## src/rtl/ts_overflow_filter_pkg.sv

```systemverilog
// Shared definitions for the TS overflow filter: frame type codes, FSM state
// encoding and control-word field offset helpers.
package tof_pkg;

    localparam logic [2:0] TYPE_TS_CT     = 3'b000;
    localparam logic [2:0] TYPE_TS_RC     = 3'b001;
    localparam logic [2:0] TYPE_TS_BE_MAP = 3'b010;
    localparam logic [2:0] TYPE_NMAC      = 3'b101;

    typedef enum logic [1:0] {
        ST_IDLE       = 2'd0,
        ST_TRANS_DATA = 2'd1,
        ST_TRANS_NMAC = 2'd2,
        ST_DISC_DATA  = 2'd3
    } tof_state_e;

    // MSB position of the 3-bit type field inside the control word
    function automatic int tof_type_msb(input int ctrl_w);
        return ctrl_w - 1;
    endfunction

    // MSB position of the flow-id field, directly below the type field
    function automatic int tof_flow_msb(input int ctrl_w);
        return ctrl_w - 4;
    endfunction

    function automatic logic tof_is_ts(input logic [2:0] frm_type);
        return (frm_type == TYPE_TS_CT) || (frm_type == TYPE_TS_RC) ||
               (frm_type == TYPE_TS_BE_MAP);
    endfunction

endpackage

```

## src/rtl/ts_overflow_filter_if.sv

```systemverilog
// Frame bus bundle: beat (payload plus delimiter bit), beat valid and the
// control word that accompanies the head beat.
interface ts_overflow_filter_if #(
    parameter int DATA_W = 8,
    parameter int CTRL_W = 19
);
    logic [DATA_W:0]   data;
    logic              data_wr;
    logic [CTRL_W-1:0] ctrl_data;

    modport master (output data, output data_wr, output ctrl_data);
    modport slave  (input  data, input  data_wr, input  ctrl_data);
endinterface

```

## src/rtl/ts_overflow_filter_drop_cnt_bank.sv

```systemverilog
// Per-flow saturating drop counters with a clear-on-read port; a read that
// coincides with an increment of the same flow returns the old value and leaves 1.
module tof_drop_cnt_bank #(
    parameter int FLOW_NUM  = 32,
    parameter int FLOW_ID_W = $clog2(FLOW_NUM),
    parameter int CNT_W     = 16
) (
    input  logic                 i_clk,
    input  logic                 i_rst_n,
    input  logic                 i_inc,
    input  logic [FLOW_ID_W-1:0] iv_inc_addr,
    input  logic                 i_rd,
    input  logic [FLOW_ID_W-1:0] iv_rd_addr,
    output logic                 o_rd_valid,
    output logic [CNT_W-1:0]     ov_rd_data
);

    localparam logic [CNT_W-1:0] CNT_MAX = '1;

    logic [CNT_W-1:0] cnt_all [FLOW_NUM];
    logic [CNT_W-1:0] rd_data_d, rd_data_q;
    logic             rd_valid_d, rd_valid_q;

    generate
        for (genvar gi = 0; gi < FLOW_NUM; gi++) begin : g_cnt
            logic             inc_hit;
            logic             rd_hit;
            logic [CNT_W-1:0] cnt_d, cnt_q;

            assign inc_hit = i_inc && (iv_inc_addr == FLOW_ID_W'(gi));
            assign rd_hit  = i_rd  && (iv_rd_addr  == FLOW_ID_W'(gi));

            always_comb begin
                cnt_d = cnt_q;
                if (rd_hit) begin
                    // clearing on read must not swallow a drop landing this cycle
                    cnt_d = inc_hit ? CNT_W'(1) : '0;
                end else if (inc_hit && (cnt_q != CNT_MAX)) begin
                    cnt_d = cnt_q + CNT_W'(1);
                end
            end

            always_ff @(posedge i_clk or negedge i_rst_n) begin
                if (!i_rst_n) begin
                    cnt_q <= '0;
                end else begin
                    cnt_q <= cnt_d;
                end
            end

            assign cnt_all[gi] = cnt_q;
        end
    endgenerate

    always_comb begin
        rd_valid_d = i_rd;
        rd_data_d  = i_rd ? cnt_all[iv_rd_addr] : '0;
    end

    always_ff @(posedge i_clk or negedge i_rst_n) begin
        if (!i_rst_n) begin
            rd_valid_q <= 1'b0;
            rd_data_q  <= '0;
        end else begin
            rd_valid_q <= rd_valid_d;
            rd_data_q  <= rd_data_d;
        end
    end

    assign o_rd_valid = rd_valid_q;
    assign ov_rd_data = rd_data_q;

endmodule

```

## src/rtl/ts_overflow_filter.sv

```systemverilog
// Per-flow TS overflow filter: diverts NMAC frames, drops TS frames of
// overflowing flows, forwards the rest. Optional drop counters: TOF_DROP_CNT_EN.
module ts_overflow_filter
    import tof_pkg::*;
#(
    parameter int DATA_W    = 8,
    parameter int FLOW_NUM  = 32,
    parameter int FLOW_ID_W = $clog2(FLOW_NUM),
    parameter int CTRL_W    = 19,
    parameter int CNT_W     = 16
) (
    input  logic                  i_clk,
    input  logic                  i_rst_n,
    ts_overflow_filter_if.slave   rx_if,
    input  logic [FLOW_NUM-1:0]   iv_ts_cnt,
    output logic                  o_pkt_cnt_pulse,
    output logic [DATA_W:0]       ov_nmac_data,
    output logic                  o_nmac_data_wr,
    ts_overflow_filter_if.master  tx_if,
    output logic                  o_ts_overflow_error_pulse,
    output logic [FLOW_ID_W-1:0]  ov_drop_flow_id,
    input  logic                  i_cnt_rd,
    input  logic [FLOW_ID_W-1:0]  iv_cnt_rd_addr,
    output logic                  o_cnt_rd_valid,
    output logic [CNT_W-1:0]      ov_cnt_rd_data,
    output logic [1:0]            ov_tof_state
);

    localparam int TYPE_MSB = tof_type_msb(CTRL_W);
    localparam int FLOW_MSB = tof_flow_msb(CTRL_W);

    tof_state_e           state_d, state_q;
    logic [DATA_W:0]      data_d, data_q;
    logic                 data_wr_d, data_wr_q;
    logic [CTRL_W-1:0]    ctrl_d, ctrl_q;
    logic [DATA_W:0]      nmac_data_d, nmac_data_q;
    logic                 nmac_wr_d, nmac_wr_q;
    logic                 pkt_d, pkt_q;
    logic                 err_d, err_q;
    logic [FLOW_ID_W-1:0] drop_id_d, drop_id_q;
    logic                 drop_hit;

    logic                 delim;
    logic [2:0]           frm_type;
    logic [FLOW_ID_W-1:0] frm_flow;
    logic                 ts_flag;

    assign delim    = rx_if.data_wr & rx_if.data[DATA_W];
    assign frm_type = rx_if.ctrl_data[TYPE_MSB -: 3];
    assign frm_flow = rx_if.ctrl_data[FLOW_MSB -: FLOW_ID_W];
    assign ts_flag  = iv_ts_cnt[frm_flow];

    always_comb begin
        state_d     = state_q;
        data_d      = '0;
        data_wr_d   = 1'b0;
        ctrl_d      = '0;
        nmac_data_d = '0;
        nmac_wr_d   = 1'b0;
        pkt_d       = 1'b0;
        err_d       = 1'b0;
        drop_id_d   = drop_id_q;
        drop_hit    = 1'b0;

        case (state_q)
            ST_IDLE: begin
                // the disposition of the whole frame is fixed here, on the head beat
                if (delim) begin
                    pkt_d = 1'b1;
                    if (frm_type == TYPE_NMAC) begin
                        state_d     = ST_TRANS_NMAC;
                        nmac_data_d = rx_if.data;
                        nmac_wr_d   = 1'b1;
                    end else if (tof_is_ts(frm_type) && ts_flag) begin
                        state_d   = ST_DISC_DATA;
                        err_d     = 1'b1;
                        drop_id_d = frm_flow;
                        drop_hit  = 1'b1;
                    end else begin
                        state_d   = ST_TRANS_DATA;
                        data_d    = rx_if.data;
                        data_wr_d = 1'b1;
                        ctrl_d    = rx_if.ctrl_data;
                    end
                end
            end
            ST_TRANS_DATA: begin
                ctrl_d    = ctrl_q;
                data_wr_d = rx_if.data_wr;
                data_d    = rx_if.data_wr ? rx_if.data : '0;
                if (delim) state_d = ST_IDLE;
            end
            ST_TRANS_NMAC: begin
                nmac_wr_d   = rx_if.data_wr;
                nmac_data_d = rx_if.data_wr ? rx_if.data : '0;
                if (delim) state_d = ST_IDLE;
            end
            ST_DISC_DATA: begin
                if (delim) state_d = ST_IDLE;
            end
            default: begin
                state_d = ST_IDLE;
            end
        endcase
    end

    always_ff @(posedge i_clk or negedge i_rst_n) begin
        if (!i_rst_n) begin
            state_q     <= ST_IDLE;
            data_q      <= '0;
            data_wr_q   <= 1'b0;
            ctrl_q      <= '0;
            nmac_data_q <= '0;
            nmac_wr_q   <= 1'b0;
            pkt_q       <= 1'b0;
            err_q       <= 1'b0;
            drop_id_q   <= '0;
        end else begin
            state_q     <= state_d;
            data_q      <= data_d;
            data_wr_q   <= data_wr_d;
            ctrl_q      <= ctrl_d;
            nmac_data_q <= nmac_data_d;
            nmac_wr_q   <= nmac_wr_d;
            pkt_q       <= pkt_d;
            err_q       <= err_d;
            drop_id_q   <= drop_id_d;
        end
    end

    assign tx_if.data                = data_q;
    assign tx_if.data_wr             = data_wr_q;
    assign tx_if.ctrl_data           = ctrl_q;
    assign ov_nmac_data              = nmac_data_q;
    assign o_nmac_data_wr            = nmac_wr_q;
    assign o_pkt_cnt_pulse           = pkt_q;
    assign o_ts_overflow_error_pulse = err_q;
    assign ov_drop_flow_id           = drop_id_q;
    assign ov_tof_state              = state_q;

`ifdef TOF_DROP_CNT_EN
    tof_drop_cnt_bank #(
        .FLOW_NUM  (FLOW_NUM),
        .FLOW_ID_W (FLOW_ID_W),
        .CNT_W     (CNT_W)
    ) u_drop_cnt_bank (
        .i_clk       (i_clk),
        .i_rst_n     (i_rst_n),
        .i_inc       (drop_hit),
        .iv_inc_addr (frm_flow),
        .i_rd        (i_cnt_rd),
        .iv_rd_addr  (iv_cnt_rd_addr),
        .o_rd_valid  (o_cnt_rd_valid),
        .ov_rd_data  (ov_cnt_rd_data)
    );
`else
    // without counters the read port still answers, always with zero
    logic rd_valid_q;
    logic unused_cnt;

    always_ff @(posedge i_clk or negedge i_rst_n) begin
        if (!i_rst_n) begin
            rd_valid_q <= 1'b0;
        end else begin
            rd_valid_q <= i_cnt_rd;
        end
    end

    assign o_cnt_rd_valid = rd_valid_q;
    assign ov_cnt_rd_data = '0;
    assign unused_cnt     = ^{iv_cnt_rd_addr, drop_hit};
`endif

endmodule

```

## src/flat_wrapper.sv

```systemverilog
// flat-port wrapper written by rule: the top's interface ports become plain ports
module ts_overflow_filter_flat import tof_pkg::*;
#(
    parameter int DATA_W    = 8,
    parameter int FLOW_NUM  = 32,
    parameter int FLOW_ID_W = $clog2(FLOW_NUM),
    parameter int CTRL_W    = 19,
    parameter int CNT_W     = 16
)
  (i_clk, i_rst_n, iv_ts_cnt, o_pkt_cnt_pulse, ov_nmac_data, o_nmac_data_wr, o_ts_overflow_error_pulse, ov_drop_flow_id, i_cnt_rd, iv_cnt_rd_addr, o_cnt_rd_valid, ov_cnt_rd_data, ov_tof_state, rx_if_data, rx_if_data_wr, rx_if_ctrl_data, tx_if_data, tx_if_data_wr, tx_if_ctrl_data);
  ts_overflow_filter_if #(.DATA_W(DATA_W), .CTRL_W(CTRL_W)) rx_if_i ();
  ts_overflow_filter_if #(.DATA_W(DATA_W), .CTRL_W(CTRL_W)) tx_if_i ();
  input  logic i_clk;
  input  logic i_rst_n;
  input  logic [FLOW_NUM-1:0] iv_ts_cnt;
  output logic o_pkt_cnt_pulse;
  output logic [DATA_W:0] ov_nmac_data;
  output logic o_nmac_data_wr;
  output logic o_ts_overflow_error_pulse;
  output logic [FLOW_ID_W-1:0] ov_drop_flow_id;
  input  logic i_cnt_rd;
  input  logic [FLOW_ID_W-1:0] iv_cnt_rd_addr;
  output logic o_cnt_rd_valid;
  output logic [CNT_W-1:0] ov_cnt_rd_data;
  output logic [1:0] ov_tof_state;
  input wire logic [$bits(rx_if_i.data)-1:0] rx_if_data;
  input wire logic [$bits(rx_if_i.data_wr)-1:0] rx_if_data_wr;
  input wire logic [$bits(rx_if_i.ctrl_data)-1:0] rx_if_ctrl_data;
  output wire logic [$bits(tx_if_i.data)-1:0] tx_if_data;
  output wire logic [$bits(tx_if_i.data_wr)-1:0] tx_if_data_wr;
  output wire logic [$bits(tx_if_i.ctrl_data)-1:0] tx_if_ctrl_data;
  assign rx_if_i.data = rx_if_data;
  assign rx_if_i.data_wr = rx_if_data_wr;
  assign rx_if_i.ctrl_data = rx_if_ctrl_data;
  assign tx_if_data = tx_if_i.data;
  assign tx_if_data_wr = tx_if_i.data_wr;
  assign tx_if_ctrl_data = tx_if_i.ctrl_data;
  ts_overflow_filter #(.DATA_W(DATA_W), .FLOW_NUM(FLOW_NUM), .FLOW_ID_W(FLOW_ID_W), .CTRL_W(CTRL_W), .CNT_W(CNT_W)) u_core (.i_clk(i_clk), .i_rst_n(i_rst_n), .rx_if(rx_if_i), .iv_ts_cnt(iv_ts_cnt), .o_pkt_cnt_pulse(o_pkt_cnt_pulse), .ov_nmac_data(ov_nmac_data), .o_nmac_data_wr(o_nmac_data_wr), .tx_if(tx_if_i), .o_ts_overflow_error_pulse(o_ts_overflow_error_pulse), .ov_drop_flow_id(ov_drop_flow_id), .i_cnt_rd(i_cnt_rd), .iv_cnt_rd_addr(iv_cnt_rd_addr), .o_cnt_rd_valid(o_cnt_rd_valid), .ov_cnt_rd_data(ov_cnt_rd_data), .ov_tof_state(ov_tof_state));
endmodule
```

## config.mk

```make
export PLATFORM = sky130hd
export DESIGN_NAME = ts_overflow_filter_flat
export DESIGN_NICKNAME = d
export VERILOG_FILES = /design/src/rtl/ts_overflow_filter_pkg.sv /design/src/rtl/ts_overflow_filter_if.sv /design/src/rtl/ts_overflow_filter_drop_cnt_bank.sv /design/src/rtl/ts_overflow_filter.sv /design/src/flat_wrapper.sv
export SDC_FILE = /design/constraint.sdc
export NUM_CORES = 1
export LEC_CHECK = 0
export ABC_AREA = 1
export CELL_PAD_IN_SITES_DETAIL_PLACEMENT = 0
export CELL_PAD_IN_SITES_GLOBAL_PLACEMENT = 1
export CORE_MARGIN = 5
export CORE_UTILIZATION = 28
export DETAILED_ROUTE_END_ITERATION = 7
export PLACE_DENSITY_LB_ADDON = 0.25
export SYNTH_ARGS = -nofsm -noshare
export SYNTH_HDL_FRONTEND = slang
export SYNTH_SLANG_ARGS = --single-unit
export TNS_END_PERCENT = 20
```

## constraint.sdc

```tcl
create_clock -name i_clk -period 2.6 [get_ports i_clk]
set_input_delay 0.39 -clock i_clk [delete_from_list [all_inputs] [get_ports i_clk]]
set_output_delay 0.39 -clock i_clk [all_outputs]
set_load 0.005 [all_outputs]
```

==> results.md <==
- CTS Buf Count: 5
- First-pass GRT wire length: 10,400 microns
- Post-Route M1 WL: 2793 microns
- Fmax: 0.4833 GHz
- Top Metal Used: met4
- Ports: 134
- Core Footprint: 8134 sq um
- Global route overflow: 0
- Die height: 100.9 microns
- Largest net degree at the start of global routing: 37
- Max Slew Vio Count: 0
- Initial DRT Pass Iterations: 4
- Post-Route WL: 6593 microns
- H-Tree Depth: 2
- Clock network fraction of total power: 24.2%
- Run status: finished clean
- Starting Density: 28.43%
- Relative slew slack: 45.82%
- Sw Ratio: 28.88%
- Total die area: 10,180 sq um
- Worst clock skew: 0.005183 ns
- Seq/Total Area, Yosys: 53.03%
- Worst-Margin Slew: 0.8127 ns
- Setup ws final: 0.5309 ns
- Worst r2r src: u_core.ov_tof_state[1]
- Routed wire length on met3: 393 microns
- Drt drc: 0
- Final Hold Fails: 0
- Final period utilization: 79.58%
- Vias/cell: 4.213
- Max Fanout on Critical Path: 28
- VDD IR max: 0.0003002 V
- Hold-fix buffers at CTS: 0
- Most frequent cells in the layout: clkdlybuf4s50_1 (111), nand2_1 (97), dfrtp_1 (49)
- Routed Antenna Nets: 0
- ANT cells: 0
- Mapped cell area: 2312 sq um
- Most common cell after layout, fill and taps aside: clkdlybuf4s50_1
- Worst hold path class: input port to asynchronous set/reset pin
- Share of layout cells above drive strength 1: 9.896%
- Postcts setup bufs: 0
- Via Count: 2,060
- Nature of the critical path endpoint: register
- Switching Power: 0.5839 mW
- Fin area: 3592 sq um
- Leak pwr: 1.707 nW
- Met2 wire len: 3302 microns
- Post-placement cell count: 481
- Clock-pin slew on the worst setup and hold paths: 0.09 ns
- CP startpoint kind: input port
- Synthesis-to-layout area growth: 55.36%
- R2r setup slk: 1.08 ns
- Crit path kind: input port to register
- Reg2reg end: u_core.tx_if.ctrl_data[3]
- Tot GR Track Use: 12.94%
- Minimum clock period: 2.069 ns
- Critical Path RT: 2.78 ns
- CTS tree: built
- Combinational power share: 30.8%
- Data arrival, critical path: 2.25 ns
- Vias in the first global route: 2,116
- Synthesized instance count: 268
- Hpwl dp: 4997 microns
- P per Cell Area: 562.8 nW/um^2
- Reg2reg path depth: 7
- Max cap viols: 0
- Synth Register Bits: 49
- Setup TNS: 0 ns
- Count of cell types in the netlist: 23
- Routability cong.: 0.7462
- YS warnings: 0
- CTS Sinks: 49
- Final net count: 452
- Pre-CTS setup slack: 0.1508 ns
- Seq pwr share: 45.0%
- CTS Buffer Depth: 2
- Setup violators final: 0
- Fillers: 831
- Drt initial violations: 55
- FP Rows: 33
- Buffers added on ports: 112
- RSZ-0062 raised after global routing: no
- Die width: 100.9 microns
- Root Driver: clkbuf_8
- Syn Area/Cell: 8.628 sq um
- Placed cell area: 3491 sq um
- Cts repair resizes: 0
- Clk_lat worst skew: 0.30 ns
- Avg WL per Cell: 13.48 microns
- Internal power: 1.438 mW
- Initial antenna violation count: 0
- Layout Cells excl Fill: 489
==> sequential cells by signal, indices dropped and copies added (netlist names) <==
name	flops
u_core.tx_if.data	9
u_core.ov_tof_state	2
u_core.tx_if.data_wr	1
u_core.tx_if.ctrl_data	19
u_core.ov_drop_flow_id	5
u_core.ov_nmac_data	9
u_core.o_pkt_cnt_pulse	1
u_core.o_ts_overflow_error_pulse	1
u_core.o_cnt_rd_valid	1
u_core.o_nmac_data_wr	1
==> cell type report <==
| type | instances | area [sq um] | area share (%) |
|---|---|---|---|
| clock buffer | 7 | 96.34 | 2.682 |
| inverter | 20 | 77.57 | 2.160 |
| sequential | 49 | 1226 | 34.13 |
| clock inverter | 1 | 5.005 | 0.1393 |
| timing repair buffer | 118 | 1174 | 32.67 |
| tap | 105 | 131.4 | 3.657 |
| multi-input combinational | 189 | 882.1 | 24.56 |
==> worst max path at each step <==
stage	cells past startpoint	to	slack, ns	from
5_1_grt	12	u_core.tx_if.ctrl_data[6]	0.33	rx_if_ctrl_data[11]
6_report	12	u_core.tx_if.ctrl_data[3]	0.53	rx_if_ctrl_data[11]
2_1_floorplan	13	u_core.tx_if.data[8]	0.96	rx_if_ctrl_data[11]
3_3_place_gp	12	u_core.tx_if.ctrl_data[5]	0.18	rx_if_ctrl_data[11]
4_1_cts	12	u_core.tx_if.ctrl_data[5]	0.50	rx_if_ctrl_data[11]
3_5_place_dp	12	u_core.tx_if.ctrl_data[7]	0.15	rx_if_ctrl_data[11]
==> routing by layer <==
| metal | vias to the layer above | track usage (%) |
|---|---|---|
| li1 | 1042 | - |
| met1 | 956 | 16.81 |
| met2 | 55 | 21.16 |
| met3 | 7 | 3.391 |
| met4 | 0 | 3.731 |
| met5 | - | 0 |
==> logic make-up (layout without fill, tap and decap cells) <==
kind of cell / count (synthesis) / count (layout) / share of synthesized area (%)
buffers and inverters: 45 / 146 / 11.36
other: 1 / 16 / 0.1622
AOI/OAI and AO/OA: 32 / 32 / 10.06
and+or+nand+nor: 141 / 141 / 25.38
DFF: 49 / 49 / 53.03
==> stage by stage <==
stage | hold slack, ns | util [%] | total power [mW]
finish | 0.1781 | 44.16 | 2.022
global route | 0.2353 | 44.16 | 2.152
CTS | 0.2006 | 44.16 | 2.057
detailed placement | 0.4688 | 42.92 | 1.562
global placement | 0.4670 | 42.92 | 1.558
floorplan | 0.09441 | - | 1.186
==> synth_stat cells, drive strengths merged <==
library cell | count | area share [%]
nand3 | 26 | 5.8
inv | 19 | 3.2
nor2 | 14 | 2.4
buf | 22 | 7.5
a21oi | 11 | 3.7
nand4 | 1 | 0.27
clkbuf | 3 | 0.49
dfrtp | 49 | 53
conb | 1 | 0.16
nand2 | 98 | 16
o21ai | 20 | 6.0
nand3b | 2 | 0.65
clkinv | 1 | 0.16
a32o | 1 | 0.43
==> power groups by stage <==
stage	logic [mW]	clock network, mW	registers [mW]
2_1_floorplan	0.255	0	0.931
3_3_place_gp	0.635	0	0.924
3_5_place_dp	0.640	0	0.922
4_1_cts	0.643	0.504	0.910
5_1_grt	0.690	0.539	0.923
6_report	0.624	0.488	0.910
==> critical path, cell delays in order <==
cell,delay [ns]
clkdlybuf4s50_1,0.44
buf_12,0.17
inv_4,0.14
nand2_1,0.07
nand3_1,0.08
nand3_1,0.08
nand2_1,0.09
nand2_1,0.05
nand3b_1,0.11
nand3_2,0.11
nand2_4,0.36
o21ai_0,0.14
(Power assumes the default switching activity.)
